### config.mk
export PLATFORM = sky130hd
export DESIGN_NAME = spi_tx_flat
export DESIGN_NICKNAME = d
export VERILOG_FILES = /design/src/rtl/spi_pkg.sv /design/src/rtl/spi_tx_if.sv /design/src/rtl/spi_tx_hold.sv /design/src/rtl/spi_tx.sv /design/src/flat_wrapper.sv
export SDC_FILE = /design/constraint.sdc
export NUM_CORES = 1
export LEC_CHECK = 0
export ABC_AREA = 1
export CELL_PAD_IN_SITES_DETAIL_PLACEMENT = 0
export CELL_PAD_IN_SITES_GLOBAL_PLACEMENT = 2
export CORE_MARGIN = 2
export CORE_UTILIZATION = 30
export DETAILED_ROUTE_END_ITERATION = 6
export MAX_ROUTING_LAYER = met4
export PLACE_DENSITY_LB_ADDON = 0.05
export SETUP_SLACK_MARGIN = 0.2
export SLEW_MARGIN = 10
export SYNTH_ARGS = -nofsm -noshare
export SYNTH_HDL_FRONTEND = slang
export SYNTH_SLANG_ARGS = --single-unit
### constraint.sdc
create_clock -name spi_clk_rx -period 1.4 [get_ports spi_clk_rx]
set_input_delay 0.28 -clock spi_clk_rx [delete_from_list [all_inputs] [get_ports spi_clk_rx]]
set_output_delay 0.28 -clock spi_clk_rx [all_outputs]
set_load 0.005 [all_outputs]
### src/rtl/spi_pkg.sv
// Shared types and constants for the serial frame transmitter.
package spi_pkg;

  typedef enum logic [2:0] {
    ST_IDLE  = 3'd0,
    ST_START = 3'd1,
    ST_DATA  = 3'd2,
    ST_PAR   = 3'd3,
    ST_STOP  = 3'd4
  } spi_state_e;

  // Line levels of the idle-high frame format.
  localparam logic LINE_IDLE = 1'b1;
  localparam logic START_BIT = 1'b0;
  localparam logic STOP_BIT  = 1'b1;

  // Parity mode codes.
  localparam int unsigned PAR_NONE = 0;
  localparam int unsigned PAR_EVEN = 1;
  localparam int unsigned PAR_ODD  = 2;

endpackage

### src/rtl/spi_tx_if.sv
// Upstream word handshake into the transmitter.
interface spi_tx_if #(
  parameter int unsigned W = 8
);
  logic [W-1:0] tx_data;
  logic         tx_valid;
  logic         tx_ready;

  modport master (output tx_data, output tx_valid, input tx_ready);
  modport slave  (input tx_data, input tx_valid, output tx_ready);
endinterface

### src/rtl/spi_tx_hold.sv
// One-deep valid/ready holding register queuing the next word during a frame.
module spi_tx_hold
  import spi_pkg::*;
#(
  parameter int unsigned W = 8
) (
  input  logic         spi_clk_rx,
  input  logic         RST_n,
  input  logic         in_valid,
  output logic         in_ready,
  input  logic [W-1:0] in_data,
  output logic         out_valid,
  input  logic         out_take,
  output logic [W-1:0] out_data
);

  logic         r_full;
  logic [W-1:0] r_data;

  assign in_ready  = !r_full;
  assign out_valid = r_full;
  assign out_data  = r_data;

  // Write only when empty; a take empties it. Both at once cannot occur.
  always_ff @(posedge spi_clk_rx) begin
    if (!RST_n) begin
      r_full <= 1'b0;
      r_data <= '1;
    end else if (in_valid && !r_full) begin
      r_full <= 1'b1;
      r_data <= in_data;
    end else if (out_take) begin
      r_full <= 1'b0;
    end
  end

endmodule

### src/rtl/spi_tx.sv
// Start/data/parity/stop frame serialiser, LSB first, idle-high, one bit per clock.
module spi_tx
  import spi_pkg::*;
#(
  parameter int unsigned txd_bit_num = 8,
  parameter int unsigned PARITY      = 0
) (
  input  logic    spi_clk_rx,
  input  logic    RST_n,
  spi_tx_if.slave bus,
  output logic    spi_tx_data,
  output logic    spi_busy,
  output logic    spi_over
);

  localparam int unsigned all_bit_num = txd_bit_num + 2 + ((PARITY != PAR_NONE) ? 1 : 0);
  localparam int unsigned CNT_W       = $clog2(txd_bit_num + 1);
  localparam logic [CNT_W-1:0] CNT_LAST = CNT_W'(txd_bit_num - 1);

  localparam logic [2:0] S_IDLE  = 3'(ST_IDLE);
  localparam logic [2:0] S_START = 3'(ST_START);
  localparam logic [2:0] S_DATA  = 3'(ST_DATA);
  localparam logic [2:0] S_PAR   = 3'(ST_PAR);
  localparam logic [2:0] S_STOP  = 3'(ST_STOP);

  if (all_bit_num < 3 || PARITY > PAR_ODD) begin : g_cfg_err
    $error("spi_tx: unsupported txd_bit_num/PARITY configuration");
  end

  logic [2:0]             r_state, w_state_nxt;
  logic [CNT_W-1:0]       r_cnt, w_cnt_nxt;
  logic [txd_bit_num-1:0] r_shift, w_shift_nxt;
  logic                   r_par, w_par_nxt;
  logic                   r_line, w_line_nxt;
  logic                   r_busy, w_busy_nxt;
  logic                   r_over, w_over_nxt;

  logic                   w_in_ready;
  logic                   w_accept;
  logic                   w_hold_wr;
  logic                   w_hold_take;
  logic                   w_hold_valid;
  logic [txd_bit_num-1:0] w_in_data;
  logic [txd_bit_num-1:0] w_hold_data;

  assign w_in_data    = bus.tx_data;
  assign bus.tx_ready = w_in_ready;
  assign w_accept     = bus.tx_valid && w_in_ready && RST_n;

  assign spi_tx_data = r_line;
  assign spi_busy    = r_busy;
  assign spi_over    = r_over;

  function automatic logic par_of(input logic [txd_bit_num-1:0] word);
    return (PARITY == PAR_EVEN) ? ^word : ~^word;
  endfunction

  spi_tx_hold #(.W(txd_bit_num)) u_hold (
    .spi_clk_rx (spi_clk_rx),
    .RST_n      (RST_n),
    .in_valid   (w_hold_wr),
    .in_ready   (w_in_ready),
    .in_data    (w_in_data),
    .out_valid  (w_hold_valid),
    .out_take   (w_hold_take),
    .out_data   (w_hold_data)
  );

  // Next state plus the line level for the next cycle, so the line stays registered.
  always_comb begin
    w_state_nxt = r_state;
    w_cnt_nxt   = r_cnt;
    w_shift_nxt = r_shift;
    w_par_nxt   = r_par;
    w_line_nxt  = LINE_IDLE;
    w_hold_wr   = 1'b0;
    w_hold_take = 1'b0;

    case (r_state)
      S_IDLE: begin
        if (w_accept) begin
          w_shift_nxt = w_in_data;
          w_par_nxt   = par_of(w_in_data);
          w_state_nxt = S_START;
          w_line_nxt  = START_BIT;
        end
      end
      S_START: begin
        w_hold_wr   = w_accept;
        w_state_nxt = S_DATA;
        w_cnt_nxt   = '0;
        w_line_nxt  = r_shift[0];
        w_shift_nxt = txd_bit_num'({1'b1, r_shift} >> 1);
      end
      S_DATA: begin
        w_hold_wr = w_accept;
        // r_cnt indexes the bit currently on the line.
        if (r_cnt == CNT_LAST) begin
          if (PARITY != PAR_NONE) begin
            w_state_nxt = S_PAR;
            w_line_nxt  = r_par;
          end else begin
            w_state_nxt = S_STOP;
            w_line_nxt  = STOP_BIT;
          end
        end else begin
          w_cnt_nxt   = r_cnt + CNT_W'(1);
          w_line_nxt  = r_shift[0];
          w_shift_nxt = txd_bit_num'({1'b1, r_shift} >> 1);
        end
      end
      S_PAR: begin
        w_hold_wr   = w_accept;
        w_state_nxt = S_STOP;
        w_line_nxt  = STOP_BIT;
      end
      S_STOP: begin
        // Held word takes priority; tx_ready is low then, so no accept can race it.
        if (w_hold_valid) begin
          w_hold_take = 1'b1;
          w_shift_nxt = w_hold_data;
          w_par_nxt   = par_of(w_hold_data);
          w_state_nxt = S_START;
          w_line_nxt  = START_BIT;
        end else if (w_accept) begin
          w_shift_nxt = w_in_data;
          w_par_nxt   = par_of(w_in_data);
          w_state_nxt = S_START;
          w_line_nxt  = START_BIT;
        end else begin
          w_state_nxt = S_IDLE;
          w_line_nxt  = LINE_IDLE;
        end
      end
      default: begin
        w_state_nxt = S_IDLE;
      end
    endcase

    w_busy_nxt = (w_state_nxt != S_IDLE);
    w_over_nxt = (w_state_nxt == S_STOP);
  end

  always_ff @(posedge spi_clk_rx) begin
    if (!RST_n) begin
      r_state <= S_IDLE;
      r_cnt   <= '0;
      r_shift <= '1;
      r_par   <= 1'b0;
      r_line  <= LINE_IDLE;
      r_busy  <= 1'b0;
      r_over  <= 1'b0;
    end else begin
      r_state <= w_state_nxt;
      r_cnt   <= w_cnt_nxt;
      r_shift <= w_shift_nxt;
      r_par   <= w_par_nxt;
      r_line  <= w_line_nxt;
      r_busy  <= w_busy_nxt;
      r_over  <= w_over_nxt;
    end
  end

endmodule

### src/flat_wrapper.sv
// flat-port wrapper written by rule: the top's interface ports become plain ports
module spi_tx_flat import spi_pkg::*;
#(
  parameter int unsigned txd_bit_num = 8,
  parameter int unsigned PARITY      = 0
)
  (spi_clk_rx, RST_n, spi_tx_data, spi_busy, spi_over, bus_tx_data, bus_tx_valid, bus_tx_ready);
  spi_tx_if bus_i ();
  input  logic spi_clk_rx;
  input  logic RST_n;
  output logic spi_tx_data;
  output logic spi_busy;
  output logic spi_over;
  input wire logic [$bits(bus_i.tx_data)-1:0] bus_tx_data;
  input wire logic [$bits(bus_i.tx_valid)-1:0] bus_tx_valid;
  output wire logic [$bits(bus_i.tx_ready)-1:0] bus_tx_ready;
  assign bus_i.tx_data = bus_tx_data;
  assign bus_i.tx_valid = bus_tx_valid;
  assign bus_tx_ready = bus_i.tx_ready;
  spi_tx #(.txd_bit_num(txd_bit_num), .PARITY(PARITY)) u_core (.spi_clk_rx(spi_clk_rx), .RST_n(RST_n), .bus(bus_i), .spi_tx_data(spi_tx_data), .spi_busy(spi_busy), .spi_over(spi_over));
endmodule
==> qor.yml, run 1 <==
sta:
  skew_ns: 0.00205
  max_slew_margin_pct: 80.1
  finalWorstSetupSlack_ns: 0.188
  hold_viol: 0
  max_freq_mhz: 825
  rsz0062_at_grt: "yes"
  worst_pin_slew_ns: 0.298
  drv_slew: 0
  setup_violations: 0
  min_period_ns: 1.21
  post-route-period-util_pct: 86.6
global_routing:
  met3_usage_pct: 2.44
  antenna_found_initial: 0
  grtUsageMet2_pct: 25.0
  grt_util_met1_pct: 25.1
  grt.overflow.total: 0
  grt_max_degree: 15
  grt_pass1_vias: 1458
  grt_pass1_wl_um: 7140
  grt_use_total_pct: 17.5
  busiest_layer: "met1"
place:
  io_buffers: 14
  gp_congestion: 0.762
  hpwl_um: 2940
  post-place-ws_ns: -0.300
die:
  die_area_um2: 5500
  initial_core_util_pct: 31.3
  core_um2: 4720
  die_height_um: 74.2
  rows: 25
  die_width_um: 74.2
  ios: 15
clock_network:
  clk_pin_slew_ns: 0.10
  cts_buffers: 3
  htreeDepth: 1
  cts_sinks: 27
  cts_tree: "yes"
  clock_latency_ns: 0.27
  cts_hold_buf: 0
  ctsRootBufferMaster: "clkbuf_8"
  cts_buffer_depth: 2
power_and_ir_drop:
  leakage_uw: 0.00106
  powerDensity_nw_per_um2: 841
  irDropWorstVdd_mv: 0.378
  totalPowerFinal_uw: 1770
drt:
  detail_route.wl_per_cell_um: 12.7
  wl_um: 4260
  route.detailed.drc: 0
  vias: 1530
  drt_iter0_drc: 145
  firstDrtPassIters: 4
  antenna_left: 0
  routed_via_density: 4.57
synthesis:
  synth_top_area_share_pct: 36.6
  synth-edff-count: 0
  ys.flop_type: "dfxtp_1"
  synth.distinct_cells: 24
  yosysWarnings: 0
  syn_nets: 243
  synthArstFlopShare_pct: 0
  yosys_register_bits: 27
  netlist_area_um2: 1480
  yosys-top-cells-area: "dfxtp_1 (37%), nand2_1 (24%), nand4_1 (6.8%)"
  syn_avg_cell_area_um2: 6.39
  ys_seq_area_share_pct: 36.6
  synth_top_area_cell: "dfxtp_1"
  syn_inst: 231
worst_setup_path:
  required_ns: 1.58
  cp-startpoint: "u_core.r_cnt[0]"
  arrival_ns: 1.39
  regToRegStartpoint: "u_core.r_cnt[0]"
  crit_type: "reg -> reg"
  cp-start-kind: "flip-flop"
  path_max_fanout: 3
  setup.worst_path.end_class: "flip-flop"
status:
  status: "complete, no violations"
worst_hold_path:
  hold_start: "u_core.u_hold.out_data[6]"
  hold_class: "reg -> reg"
cells_and_area:
  layout-area-overhead-vs-synth_pct: 42.7
  drive_gt1_share_pct: 29.1
  nets: 281
  nFillCells: 486
  antenna_cells: 0
job:
  cap_viol_max_count: 0
## layout by cell type, fill, tap and decap left out, drive strengths merged, types with 8 or more instances in the layout
cell             n
buf             26
clkdlybuf4s50    8
dfxtp           27
inv             24
nand2          102
nand3           17
nand4           16
nor2            15
o21ai           14
## flip-flops by register name (all words and copies together) (netlist names)
signal,cells
u_core.spi_over,1
u_core.u_hold.out_valid,1
u_core.spi_tx_data,1
u_core.spi_busy,1
u_core.r_cnt,4
u_core.r_state,3
u_core.u_hold.out_data,8
u_core.r_shift,8
## per-layer routing
| layer | share of wire [%] | routed length, µm |
|---|---|---|
| met4 | 1.9 | 80 |
| met1 | 51 | 2190 |
| met5 | 0 | 0 |
| met2 | 43 | 1830 |
| met3 | 3.6 | 153 |
## synth_stat cells, types with 2 or more instances
library cell / count
a21oi_1: 2
buf_2: 2
buf_4: 2
clkbuf_1: 4
dfxtp_1: 27
inv_1: 19
inv_2: 6
nand2_1: 96
nand2_2: 4
nand3_1: 13
nand3_2: 4
nand4_1: 16
nor2_1: 13
o21ai_0: 3
o21ai_1: 11
## area by class of cell
class	count	area [µm²]	share of cell area (%)
timing repair buffer	40	359	17.0
tap	67	83.8	3.98
multi-input combinational	172	948	45.0
sequential	27	553	26.2
clock buffer	4	45.0	2.14
inverter	25	118	5.58
## stage by stage
| stage | cells | hold WS [ns] | TNS [ns] | cell area (µm²) | util [%] |
|---|---|---|---|---|---|
| detailed placement | 315 | 0.464 | -4.49 | 1740 | 36.9 |
| floorplan | 231 | 0.393 | 0 | 1480 | - |
| global route | 335 | 0.530 | 0 | 2110 | 44.6 |
| finish | 335 | 0.494 | 0 | 2110 | 44.6 |
| CTS | 331 | 0.495 | 0 | 2010 | 42.5 |
| global placement | 315 | 0.465 | -3.94 | 1740 | 36.9 |
## worst paths after layout
kind	endpoint	slack [ns]	cells after the start
worst max-delay path	u_core.r_cnt[2]	0.19	7
worst min register to register	u_core.u_hold.out_data[6]	0.49	2
worst max register to register	u_core.r_cnt[2]	0.19	7
worst min-delay path	u_core.u_hold.out_data[6]	0.49	2
## worst max-delay path, stage by stage, from the launching register on
cell and delay (ns):
dfxtp_4 0.38, ha_4 0.16, nand2_4 0.06, buf_4 0.14
buf_4 0.12, buf_4 0.12, nand3_1 0.09, a21oi_2 0.06
## power by group
group / leakage, µW / switching (µW) / internal (µW)
Combinational: 0.000817 / 234 / 192
Sequential: 0.000225 / 52.5 / 826
Clock: 0.0000228 / 263 / 204
Total: 0.00106 / 549 / 1220
## cell families after synthesis
logic type / after synthesis / share of synthesized area [%]
simple gates: 152 / 46.4
fa+ha+maj: 1 / 0.847
flops: 27 / 36.6
buf+inv: 34 / 9.83
compound gates: 17 / 6.27
## timing repair
| item | in CTS | in global routing |
|---|---|---|
| gates cloned | 1 | 1 |
| hold endpoints to repair | 0 | 0 |
| pin swaps | 11 | 15 |
| setup endpoints to repair | 29 | 25 |
| gates resized for setup | 49 | 22 |
| setup buffers | 11 | 3 |
Note: power is estimated with default switching activity, not from simulation.
==> inputs of run 2 (changes only) <==
--- a/config.mk
+++ b/config.mk
@@ -9,7 +9,8 @@
 export CELL_PAD_IN_SITES_DETAIL_PLACEMENT = 0
 export CELL_PAD_IN_SITES_GLOBAL_PLACEMENT = 2
 export CORE_MARGIN = 2
-export CORE_UTILIZATION = 30
+export CORE_UTILIZATION = 31
+export CTS_BUF_LIST = sky130_fd_sc_hd__clkbuf_8
 export DETAILED_ROUTE_END_ITERATION = 6
 export MAX_ROUTING_LAYER = met4
 export PLACE_DENSITY_LB_ADDON = 0.05
==> qor.yml, run 2 (synthesized netlist as in run 1, its figures left out) <==
die:
  rows: 25  # unchanged
  die_width_um: 73.0  # was 74.2 µm
  initial_core_util_pct: 31.7  # was 31.3%
  die_area_um2: 5330  # was 5500 µm²
  ios: 15  # unchanged
  die_height_um: 73.0  # was 74.2 µm
  core_um2: 4660  # was 4720 µm²
drt:
  drt_iter0_drc: 78  # was 145
  route.detailed.drc: 0  # unchanged
  antenna_left: 0  # unchanged
  vias: 1488  # was 1530
  routed_via_density: 4.68  # was 4.57
  detail_route.wl_per_cell_um: 12.8  # was 12.7 µm
  wl_um: 4070  # was 4260 µm
  firstDrtPassIters: 4  # unchanged
place:
  hpwl_um: 2970  # was 2940 µm
  gp_congestion: 0.794  # was 0.762
  placed_cell_area_um2: 1730  # was 1740 µm²
  io_buffers: 14  # unchanged
job:
  cap_viol_max_count: 0  # unchanged
global_routing:
  grt_pass1_wl_um: 6640  # was 7140 µm
  grt_pass1_vias: 1371  # was 1458
  grt.overflow.total: 0  # unchanged
  antenna_found_initial: 0  # unchanged
  grt_max_degree: 16  # was 15
  grt_use_total_pct: 16.3  # was 17.5%
sta:
  min_period_ns: 1.22  # was 1.21 ns
  max_slew_margin_pct: 70.8  # was 80.1%
  post-route-period-util_pct: 87.1  # was 86.6%
  hold_viol: 0  # unchanged
  rsz0062_at_grt: "yes"  # unchanged
  skew_ns: 0.00240  # was 0.00205 ns
  setup_violations: 0  # unchanged
  tns_ns: 0  # unchanged
  worst_pin_slew_ns: 0.438  # was 0.298 ns
  drv_slew: 0  # unchanged
  max_freq_mhz: 820  # was 825 MHz
clock_network:
  cts_tree: "yes"  # unchanged
  htreeDepth: 1  # unchanged
  cts_sinks: 27  # unchanged
  clock_latency_ns: 0.27  # about the same
  clk_pin_slew_ns: 0.09  # was 0.10 ns
  cts_buffers: 3  # unchanged
  cts_buffer_depth: 2  # unchanged
  ctsRootBufferMaster: "clkbuf_8"  # unchanged
cells_and_area:
  layout-area-overhead-vs-synth_pct: 41.4  # was 42.7%
  nets: 277  # was 281
  antenna_cells: 0  # unchanged
  regArea_um2: 553  # unchanged
  multi_input_area_um2: 961  # was 948 µm²
  final_area_um2: 2090  # was 2110 µm²
  mostFrequentLayoutCells: "nand2_1 (89), dfxtp_1 (21), inv_1 (17), nand4_1 (16), buf_4 (14)"  # was nand2_1 (88), dfxtp_1 (21), inv_1 (16), nand4_1 (16), buf_4 (15)
  drive_gt1_share_pct: 28.4  # was 29.1%
  nFillCells: 477  # was 486
  layout_commonest_cell: "nand2_1"  # unchanged
worst_setup_path:
  path_max_fanout: 8  # was 3
  cp-startpoint: "u_core.r_cnt[0]"  # unchanged
  setup.worst_path.end_class: "flip-flop"  # unchanged
  crit_type: "reg -> reg"  # unchanged
  cp-start-kind: "flip-flop"  # unchanged
  regToRegStartpoint: "u_core.r_cnt[0]"  # unchanged
  required_ns: 1.62  # was 1.58 ns
  arrival_ns: 1.44  # was 1.39 ns
status:
  status: "complete, no violations"  # unchanged
worst_hold_path:
  hold_class: "reg -> reg"  # unchanged
  hold_start: "u_core.u_hold.out_data[7]"  # was u_core.u_hold.out_data[6]
power_and_ir_drop:
  irDropWorstVdd_mv: 0.550  # was 0.378 mV
  powerDensity_nw_per_um2: 837  # was 841 nW/µm²
  leakage_uw: 0.00108  # was 0.00106 µW
  totalPowerFinal_uw: 1750  # was 1770 µW
-- run 2: cell types whose count changed in the layout (fill, tap and decap cells not counted), sizes merged --
| cell | delta |
|---|---|
| clkbuf | -1 |
| nand2 | -1 |
| inv | +1 |
| buf | -3 |
| clkinv | +1 |
| clkinvlp | -1 |
-- run 2: metrics by stage --
step | worst slack (ns) | hold slack [ns] | util (%) | cells
2_1_floorplan | 0.200 | 0.393 | - | 231
3_3_place_gp | -0.244 | 0.464 | 37.0 | 302
3_5_place_dp | -0.312 | 0.466 | 37.0 | 302
4_1_cts | 0.182 | 0.489 | 42.4 | 315
5_1_grt | 0.0897 | 0.510 | 44.8 | 318
6_report | 0.181 | 0.484 | 44.8 | 318
-- run 2: metal layers --
layer	wire (µm)	up-vias	track usage [%]
met4	22	0	3.09
met1	2070	648	24.7
met5	0	-	-
li1	-	805	-
met3	202	2	2.90
met2	1770	33	22.3
-- run 2: report_power, final --
group,leakage [µW],switching [µW],internal (µW),total [µW]
Clock,0.0000255,248,200,448
Combinational,0.000831,231,190,421
Sequential,0.000225,52.6,825,878
Total,0.00108,532,1210,1750
-- run 2: final cells by class --
cell class / count / area share, %
repair buffers: 37 / 16.9
inverters: 25 / 5.10
multi-input cells: 171 / 46.0
clock buffers: 3 / 1.98
clock inverters: 1 / 0.240
flip-flops and latches: 27 / 26.5
well taps: 54 / 3.24
-- run 2: what timing repair did --
item                                    in CTS  in global routing
cloned                                       0                  1
endpoints found under the setup margin      28                 26
pin swaps                                    9                 13
setup buffers                                9                  2
resized for setup                           43                 24
hold buffers                                 0                  0
-- run 2: critical path, cell delays in order (launching register included) --
cell     delay, ns
dfxtp_2       0.35
ha_4          0.17
nand3_1       0.13
nor2_4        0.05
nor3_4        0.22
buf_12        0.14
nand2_1       0.06
nand2_1       0.05
-- run 2: final timing paths --
check	end	slack, ns	cells after the start
worst max-delay path	u_core.r_shift[2]	0.18	7
worst min-delay path	u_core.u_hold.out_data[7]	0.48	2
worst max register to register	u_core.r_shift[2]	0.18	7
worst min register to register	u_core.u_hold.out_data[7]	0.48	2
